**src/rtl/stride_prefetcher.sv**
```systemverilog
// Stride prefetcher: trains on demand line deltas and prefetches DEGREE lines into a small FIFO line buffer.
// Optional macro PREF_NEXTLINE_FALLBACK_EN: an unconfirmed demand in IDLE triggers a next-line (+1) prefetch.
module stride_prefetcher #(
  parameter int DEGREE     = 2,
  parameter int BUF_DEPTH  = 4,
  parameter int LINE_BYTES = 32
) (
  input  logic                          clk,
  input  logic                          rst,
  input  logic                          lsq_pmem_read_cla,
  input  logic                          lsq_pmem_write_cla,
  input  logic [31:0]                   lsq_pmem_address_cla,
  input  logic                          arbiter_idle,
  input  logic                          pref_pmem_resp_cla,
  input  logic [255:0]                  pref_pmem_rdata_256_cla,
  output logic                          pref_pmem_read_cla,
  output logic [31:0]                   pref_pmem_address_cla,
  input  logic [31:0]                   buf_lookup_addr,
  output logic                          buf_hit,
  output logic [255:0]                  buf_hit_data,
  output logic [1:0]                    dbg_state,
  output logic [$clog2(BUF_DEPTH)-1:0]  dbg_wr_ptr
);
  localparam int OFF = $clog2(LINE_BYTES);
  localparam int LW  = 32 - OFF;
  localparam int PW  = $clog2(BUF_DEPTH);

  typedef enum logic [1:0] {IDLE, WAIT_ARB, ISSUE, FILL} state_t;

  state_t          state_q, state_d;
  logic [LW-1:0]   last_line_q, stride_q, tgt_q, step_q;
  logic            confident_q;
  logic [2:0]      remaining_q;
  logic [31:0]     addr_q;
  logic [PW-1:0]   wr_ptr_q;
  logic [BUF_DEPTH-1:0] valid_q;
  logic [LW-1:0]   tag_q  [BUF_DEPTH];
  logic [255:0]    data_q [BUF_DEPTH];

  logic            demand, trig, conf_next, tgt_in_buf, last;
  logic            load, cancel, start_fill, advance, fill_done;
  logic [LW-1:0]   dline, delta, trig_step, fill_line, lk_line;
  logic            unused_bits;

  assign demand    = lsq_pmem_read_cla | lsq_pmem_write_cla;
  assign dline     = lsq_pmem_address_cla[31:OFF];
  assign delta     = dline - last_line_q;
  assign conf_next = (delta == stride_q) && (delta != '0);
  assign last      = (remaining_q == 3'd1);
  assign fill_line = addr_q[31:OFF];
  assign lk_line   = buf_lookup_addr[31:OFF];
  assign fill_done = (state_q == FILL) && pref_pmem_resp_cla;
  assign unused_bits = ^{lsq_pmem_address_cla[OFF-1:0], buf_lookup_addr[OFF-1:0]};

`ifdef PREF_NEXTLINE_FALLBACK_EN
  assign trig      = demand;
  assign trig_step = conf_next ? delta : LW'(1);
`else
  assign trig      = demand && conf_next;
  assign trig_step = delta;
`endif

  assign pref_pmem_read_cla    = (state_q == FILL);
  assign pref_pmem_address_cla = addr_q;
  assign dbg_state             = state_q;
  assign dbg_wr_ptr            = wr_ptr_q;

  always_comb begin
    tgt_in_buf   = 1'b0;
    buf_hit      = 1'b0;
    buf_hit_data = '0;
    for (int i = 0; i < BUF_DEPTH; i++) begin
      if (valid_q[i] && tag_q[i] == tgt_q) tgt_in_buf = 1'b1;
      if (valid_q[i] && tag_q[i] == lk_line) begin
        buf_hit      = 1'b1;
        buf_hit_data = data_q[i];
      end
    end
  end

  always_ff @(posedge clk or negedge rst) begin
    if (!rst) state_q <= IDLE;
    else      state_q <= state_d;
  end

  always_comb begin
    state_d    = state_q;
    load       = 1'b0;
    cancel     = 1'b0;
    start_fill = 1'b0;
    advance    = 1'b0;
    case (state_q)
      IDLE: if (trig) begin
        load    = 1'b1;
        state_d = WAIT_ARB;
      end
      WAIT_ARB: begin
        if (demand) begin
          // any demand here abandons the current run; it may immediately start a new one
          if (trig) load = 1'b1;
          else begin
            cancel  = 1'b1;
            state_d = IDLE;
          end
        end else if (arbiter_idle) begin
          state_d = ISSUE;
        end
      end
      ISSUE: begin
        if (tgt_in_buf) begin
          advance = 1'b1;
          state_d = last ? IDLE : WAIT_ARB;
        end else begin
          start_fill = 1'b1;
          state_d    = FILL;
        end
      end
      FILL: if (pref_pmem_resp_cla) begin
        advance = 1'b1;
        state_d = last ? IDLE : WAIT_ARB;
      end
      default: state_d = IDLE;
    endcase
  end

  always_ff @(posedge clk or negedge rst) begin
    if (!rst) begin
      last_line_q <= '0;
      stride_q    <= '0;
      confident_q <= 1'b0;
      tgt_q       <= '0;
      step_q      <= '0;
      remaining_q <= '0;
      addr_q      <= '0;
    end else begin
      if (demand) begin
        last_line_q <= dline;
        stride_q    <= delta;
        confident_q <= conf_next;
      end
      // tgt_q always holds the next line to prefetch, so no multiplier is needed
      if (load) begin
        tgt_q       <= dline + trig_step;
        step_q      <= trig_step;
        remaining_q <= 3'(DEGREE);
      end else if (cancel) begin
        remaining_q <= '0;
      end else if (advance) begin
        remaining_q <= remaining_q - 3'd1;
        tgt_q       <= tgt_q + step_q;
      end
      if (start_fill) addr_q <= {tgt_q, {OFF{1'b0}}};
    end
  end

  always_ff @(posedge clk or negedge rst) begin
    if (!rst) begin
      valid_q  <= '0;
      wr_ptr_q <= '0;
    end else begin
      for (int i = 0; i < BUF_DEPTH; i++) begin
        if (lsq_pmem_write_cla && valid_q[i] && tag_q[i] == dline) valid_q[i] <= 1'b0;
      end
      if (fill_done) begin
        valid_q[wr_ptr_q] <= !(lsq_pmem_write_cla && dline == fill_line);
        wr_ptr_q          <= wr_ptr_q + 1'b1;
      end
    end
  end

  always_ff @(posedge clk) begin
    if (fill_done) begin
      tag_q[wr_ptr_q]  <= fill_line;
      data_q[wr_ptr_q] <= pref_pmem_rdata_256_cla;
    end
  end
endmodule

```
**config.mk**
```make
export PLATFORM = sky130hd
export DESIGN_NAME = stride_prefetcher
export DESIGN_NICKNAME = d
export VERILOG_FILES = /design/src/rtl/stride_prefetcher.sv
export SDC_FILE = /design/constraint.sdc
export NUM_CORES = 2
export LEC_CHECK = 0
export ABC_AREA = 1
export ABC_CLOCK_PERIOD_IN_PS = 29000
export BUFFER_PORTS_ARGS = -buffer_cell sky130_fd_sc_hd__buf_2
export CORE_MARGIN = 1
export CORE_UTILIZATION = 33
export DETAILED_ROUTE_END_ITERATION = 12
export PLACE_DENSITY = 0.61
export SLEW_MARGIN = 5
export SYNTH_ARGS = -nofsm -noshare
export SYNTH_HDL_FRONTEND = slang
export SYNTH_SLANG_ARGS = --single-unit
```
**constraint.sdc**
```tcl
create_clock -name clk -period 29 [get_ports clk]
set_clock_uncertainty 0.1 [all_clocks]
set_input_delay 4.35 -clock clk [delete_from_list [all_inputs] [get_ports clk]]
set_output_delay 4.35 -clock clk [all_outputs]
set_load 0.01 [all_outputs]
```
# Yosys cells after proc, flatten, opt, wreduce, memory -nomap -nowiden
# Memories as Yosys holds them, arrays and structs flattened.
# Cells that the tools add are included.
# classes
n_mux,47
reduce_logical,28
magnitude_cmp,2
addsub,5
n_bitwise,1
n_eq_ne,23
# ops
operator,n
2-to-1 mux 256 bit,4
equality test 27 bit,14
2-to-1 mux 27 bit,3
adder 27 bit,2
nonzero test 27 bit,1
subtractor 27 bit,1
2-to-1 mux 1 bit,25
logical AND 1 bit,21
2-to-1 mux 2 bit,6
2-to-1 mux 3 bit,3
case mux 2 bit (4 select lines),1
inequality test 2 bit (second input constant),3
inequality test 3 bit (second input constant),2
bitwise mux 4 bit,1
equality test 2 bit (second input constant),2
2-to-1 mux 4 bit,1
case mux 1 bit (2 select lines),2
AND reduction 4 bit,1
equality test 3 x 1 -> 1 bit (second input constant),1
less-than comparator 2 x 3 -> 1 bit (second input constant),1
nonzero test 3 bit,1
subtractor 3 x 1 -> 3 bit (second input constant),1
adder 2 x 1 -> 2 bit (second input constant),1
demux 1 bit (select 2 bit),1
7 further kinds,7
# totals
regBits,146
word_cells,117
n_memories,2
mem_bits_rw,1132
# mem_list
memory,depth,width,read_ports,rd_clocked_by_memory_dff,write_ports,line,source
data_q,4,256,4,0,1,38,logic [255:0] data_q [BUF_DEPTH];
tag_q,4,27,4,0,1,37,logic [LW-1:0] tag_q [BUF_DEPTH];

# Depth between registers and ports, before layout
# An unclocked memory read counts as a cell.
# depth
depth_word,12
mapped_depth,28
ltp_nobuf,26

# Worst setup path after synthesis
# No wires, ideal clock.
# synth_path
kind,input port to flip-flop
from,in pref_pmem_resp_cla
to,reg valid_q[2]
setup_slack_ps,10604
arrival_ps,18168
setup_time_ps,127
t_required_ps,28773
path_stages,5
path_cell_list,inv_1 -> nor2_1 -> inv_1 -> nor2_1 -> mux2_2
# synth_via
elab_chain_len,2
# synth_rtl
element,line,source
"start, declared",14,"input logic pref_pmem_resp_cla,"
logical AND 1 bit,52,assign fill_done = (state_q == FILL) && pref_pmem_resp_cla;
2-to-1 mux 4 bit,164,if (fill_done) begin
"end signal, assigned by index",165,valid_q[wr_ptr_q] <= !(lsq_pmem_write_cla && dline == fill_line);
"end, declared",36,logic [BUF_DEPTH-1:0] valid_q;
# No other way between the ends.
# A chain may end at the register's enable or synchronous reset.

# Worst setup path in the final report
# layout_path
from,in buf_lookup_addr[22]
to,out buf_hit_data[15]
# layout_via
elab_chain_len,6
elab_cells_between_ends,12
# layout_rtl
element,line,source
"start, declared",18,"input logic [31:0] buf_lookup_addr,"
equality test 27 bit,74,if (valid_q[i] && tag_q[i] == lk_line) begin
logical AND 1 bit,74,
2-to-1 mux 256 bit (3 in series),74,
2-to-1 mux 256 bit *,74,
"end, declared",20,"output logic [255:0] buf_hit_data,"
# Every way passes the cells marked *; elsewhere a longest branch is shown, timed or not.

==> results.sh <==
export IMPL_synth_ff_latch_count=1278
export IMPL_vias=43569
export IMPL_grt_max_degree=173
export IMPL_critPathMaxStageDelay_ns=0.86
export IMPL_required_ns=24.55
export IMPL_final_common_cell="nand2_1"
export IMPL_ys_types=55
export IMPL_crit_buf_inv=7
export IMPL_fill_cells=16954
export IMPL_holdPathStages=2
export IMPL_setup_tns_ns=0
export IMPL_clock_power_share_pct=39.6
export IMPL_power_density_nw_per_um2=65.5
export IMPL_viasPerCell=5.23
export IMPL_post_cts_resized=0
export IMPL_ff2ff_setup_slack_ns=23.36
export IMPL_finalWorstPathRequiredPeriod_ns=14.47
export IMPL_outcome="finished, final reports clean"
export IMPL_die_y_um=421
export IMPL_synth_area_mux_share_pct=0.0389
export IMPL_top_layer="met5"
export IMPL_syn_to_final_growth_pct=17.4
export IMPL_post_route_drc_count=0
export IMPL_path_cells="buf_2 -> inv_1 -> nand2_1 -> nand4_1 -> a221oi_1 -> nand3_1 -> nor2_4 -> buf_4 -> buf_4 -> buf_4 -> buf_4 -> nand2_1 -> nand2_1 -> o211ai_1 -> a21oi_1 -> buf_2"
export IMPL_place_area_um2=63200
export IMPL_drive_gt1_share_pct=15.3
export IMPL_slew_headroom_pct=13.4
export IMPL_reg2reg_depth=21
export IMPL_synthesis_instances=5328
export IMPL_htree_levels=4
export IMPL_cts_buffers_inserted=142
export IMPL_drt_iter0_drc=3662
export IMPL_max_clock_path_buffers=3
export IMPL_critPathKind="input port to primary output"
export IMPL_fmax_mhz=69.1
export IMPL_yosys_area_share_simple_pct=13.1
export IMPL_cp_slowest_cell="buf_4"
export IMPL_cp_arrival_ns=10.02
export IMPL_cts_hold_buffers=0
export IMPL_synthAdderAreaFrac_pct=1.92
export IMPL_wl_met1_um=79100
export IMPL_sw_frac_of_total_pct=27.3
export IMPL_final_area_um2=67900
export IMPL_start_util_pct=33.2
export IMPL_dp_hpwl_um=139000
export IMPL_grt_pass1_wl_um=291000
export IMPL_r2r_start="last_line_q[0]"
export IMPL_critPathMostFrequentCell="buf_4"
export IMPL_peakVddDrop_uv=61.0
export IMPL_endpoint_kind="primary output"
export IMPL_hold_path_end="last_line_q[12]"
export IMPL_setup_violations=0
export IMPL_p_int_mw=3.23
export IMPL_grt_antenna_before_repair=63
export IMPL_grt_usage_pct=22.7
export IMPL_hold_start="last_line_q[12]"
export IMPL_numPortBuffers=604
export IMPL_period_share_pct=49.9
export IMPL_clock_latency_ns=0.80
export IMPL_holdCritPathClass="flip-flop to flip-flop"
export IMPL_holdWs_ns=0.387
export IMPL_nets=6282
export IMPL_cts_sinks=1278
export IMPL_synth_top_family_by_area="simple AND/OR/NAND/NOR gates"
export IMPL_cts_tree="built"
export IMPL_core_area_um2=174000
export IMPL_final_cell_mix="nand2_1, edfxtp_1, a21oi_1"
export IMPL_report_final_slew_viol_count=0
export IMPL_p_comb_share_pct=11.8
export IMPL_cp_max_fo=72
export IMPL_wire_per_inst_um=24.7
export IMPL_syn_area_um2=57800
export IMPL_synth_ff_type="edfxtp_1"
export IMPL_clk_pin_slew_ns=0.06
export IMPL_wl_met2_um=98100
export IMPL_ios=620
export IMPL_met3_length_um=16500
export IMPL_async_reset_ff_share_pct=11.4
export IMPL_synth_xor_area_share_pct=2.38
export IMPL_root_buffer="clkbuf_16"
export IMPL_synth_edf_count=1132
export IMPL_p_seq_share_pct=48.7
export IMPL_wl_um=206000
export IMPL_grt_overflow=0
export IMPL_avgSynthCellArea_um2=10.9
export IMPL_first_pass_iters=6
export IMPL_p_leak_nw=27.2
export IMPL_ys_seq_area_share_pct=65.1
export IMPL_ys_warnings_count=0
export IMPL_post_cts_buffers=0
export IMPL_die_area_um2=177000
export IMPL_crit_family="buffers and inverters"
export IMPL_num_rows=153
export IMPL_rsz0062_at_grt="false"
export IMPL_drtAntennaViolNets=0
export IMPL_hold_viol_final=0
export IMPL_synth_compound_area_share_pct=12.9
export IMPL_die_width_um=421
export IMPL_grt_pass1_vias=42032
export IMPL_worstMarginPinSlew_ns=1.30
export IMPL_place_gp_congestion=0.992
export IMPL_p_switching_mw=1.21
export IMPL_max_cap_violations=0
export IMPL_crit_reg2reg_capture="step_q[2]"
export IMPL_start_kind="input port"
## synthesized netlist by cell type (all sizes together) (37+ instances only)
| master | instances | area [µm²] |
|---|---|---|
| xnor2 | 56 | 490 |
| nand2 | 1201 | 4540 |
| nor2 | 395 | 1500 |
| a221oi | 37 | 324 |
| nand4 | 63 | 394 |
| a21oi | 608 | 3040 |
| nor4 | 44 | 275 |
| dfrtp | 146 | 3650 |
| edfxtp | 1132 | 34000 |
| clkbuf | 229 | 860 |
| ha | 84 | 1050 |
| o211ai | 259 | 1940 |
| inv | 412 | 1550 |
| xor2 | 101 | 885 |
| o22ai | 132 | 826 |
| o21ai | 176 | 881 |
| nand3 | 107 | 553 |
## state kept, by name, indices dropped and copies added (netlist names)
| name | cells |
|---|---|
| dbg_wr_ptr | 2 |
| last_line_q | 27 |
| step_q | 27 |
| stride_q | 27 |
| pref_pmem_address_cla | 27 |
| remaining_q | 3 |
| dbg_state | 2 |
| data_q | 1024 |
| tag_q | 108 |
| tgt_q | 27 |
| valid_q | 4 |
## worst min-delay path, stage by stage, from the launching register on
cell and delay, ns:
dfrtp_1 0.34, nand2_1 0.05, o21ai_0 0.06
## per-stage QoR
stage | utilization [%] | setup WS [ns] | power [mW] | std cells
2_1_floorplan | - | 10.60 | 2.45 | 5332
3_3_place_gp | 36.3 | 14.41 | 2.71 | 8050
4_1_cts | 39.0 | 14.41 | 4.48 | 8310
6_report | 39.0 | 14.53 | 4.45 | 8332
5_1_grt | 39.0 | 14.13 | 4.60 | 8322
3_5_place_dp | 36.3 | 14.43 | 2.71 | 8050
## power groups by stage
stage	Combinational (mW)	Sequential [mW]	Clock (mW)
final	0.523	2.17	1.76
after global routing	0.574	2.17	1.86
after CTS	0.519	2.16	1.80
after detailed placement	0.516	2.20	0
after global placement	0.513	2.20	0
after floorplan	0.293	2.15	0
## kinds of logic (layout without fill, tap and decap cells)
| kind of cell | after synthesis | after routing |
|---|---|---|
| other | 1 | 27 |
| flip-flops | 1278 | 1278 |
| buffers and inverters | 676 | 1329 |
| adder cells (fa/ha/maj) | 87 | 87 |
| AO/OA/AOI/OAI | 1266 | 1266 |
| AND/OR/NAND/NOR | 1861 | 1861 |
| multiplexers | 2 | 2 |
| XOR/XNOR | 157 | 157 |
## per-layer routing
| metal | vias to the layer above | global-route usage [%] |
|---|---|---|
| met5 | - | 0 |
| met4 | 64 | 12.1 |
| met3 | 515 | 6.51 |
| met2 | 1619 | 37.1 |
| met1 | 21318 | 26.9 |
| li1 | 20053 | - |
## worst max path at each step
stage / start / slack [ns] / depth (start not counted) / to
after detailed placement: buf_lookup_addr[22] / 14.43 / 16 / buf_hit_data[15]
after CTS: buf_lookup_addr[22] / 14.41 / 16 / buf_hit_data[15]
after floorplan: pref_pmem_resp_cla / 10.60 / 5 / valid_q[2]
final: buf_lookup_addr[22] / 14.53 / 16 / buf_hit_data[15]
after global placement: buf_lookup_addr[22] / 14.41 / 16 / buf_hit_data[15]
after global routing: buf_lookup_addr[24] / 14.13 / 16 / buf_hit_data[15]
## cell type report
cell class,count,area (µm²),area share (%)
diodes,22,55.1,0.0811
clock buffers,178,3740,5.51
clock inverters,82,821,1.21
inverters,417,1580,2.33
multi-input cells,3378,17600,26.0
flip-flops and latches,1278,37600,55.5
well taps,2325,2910,4.29
repair buffers,652,3460,5.11
Power figures use the tool's default switching activity.
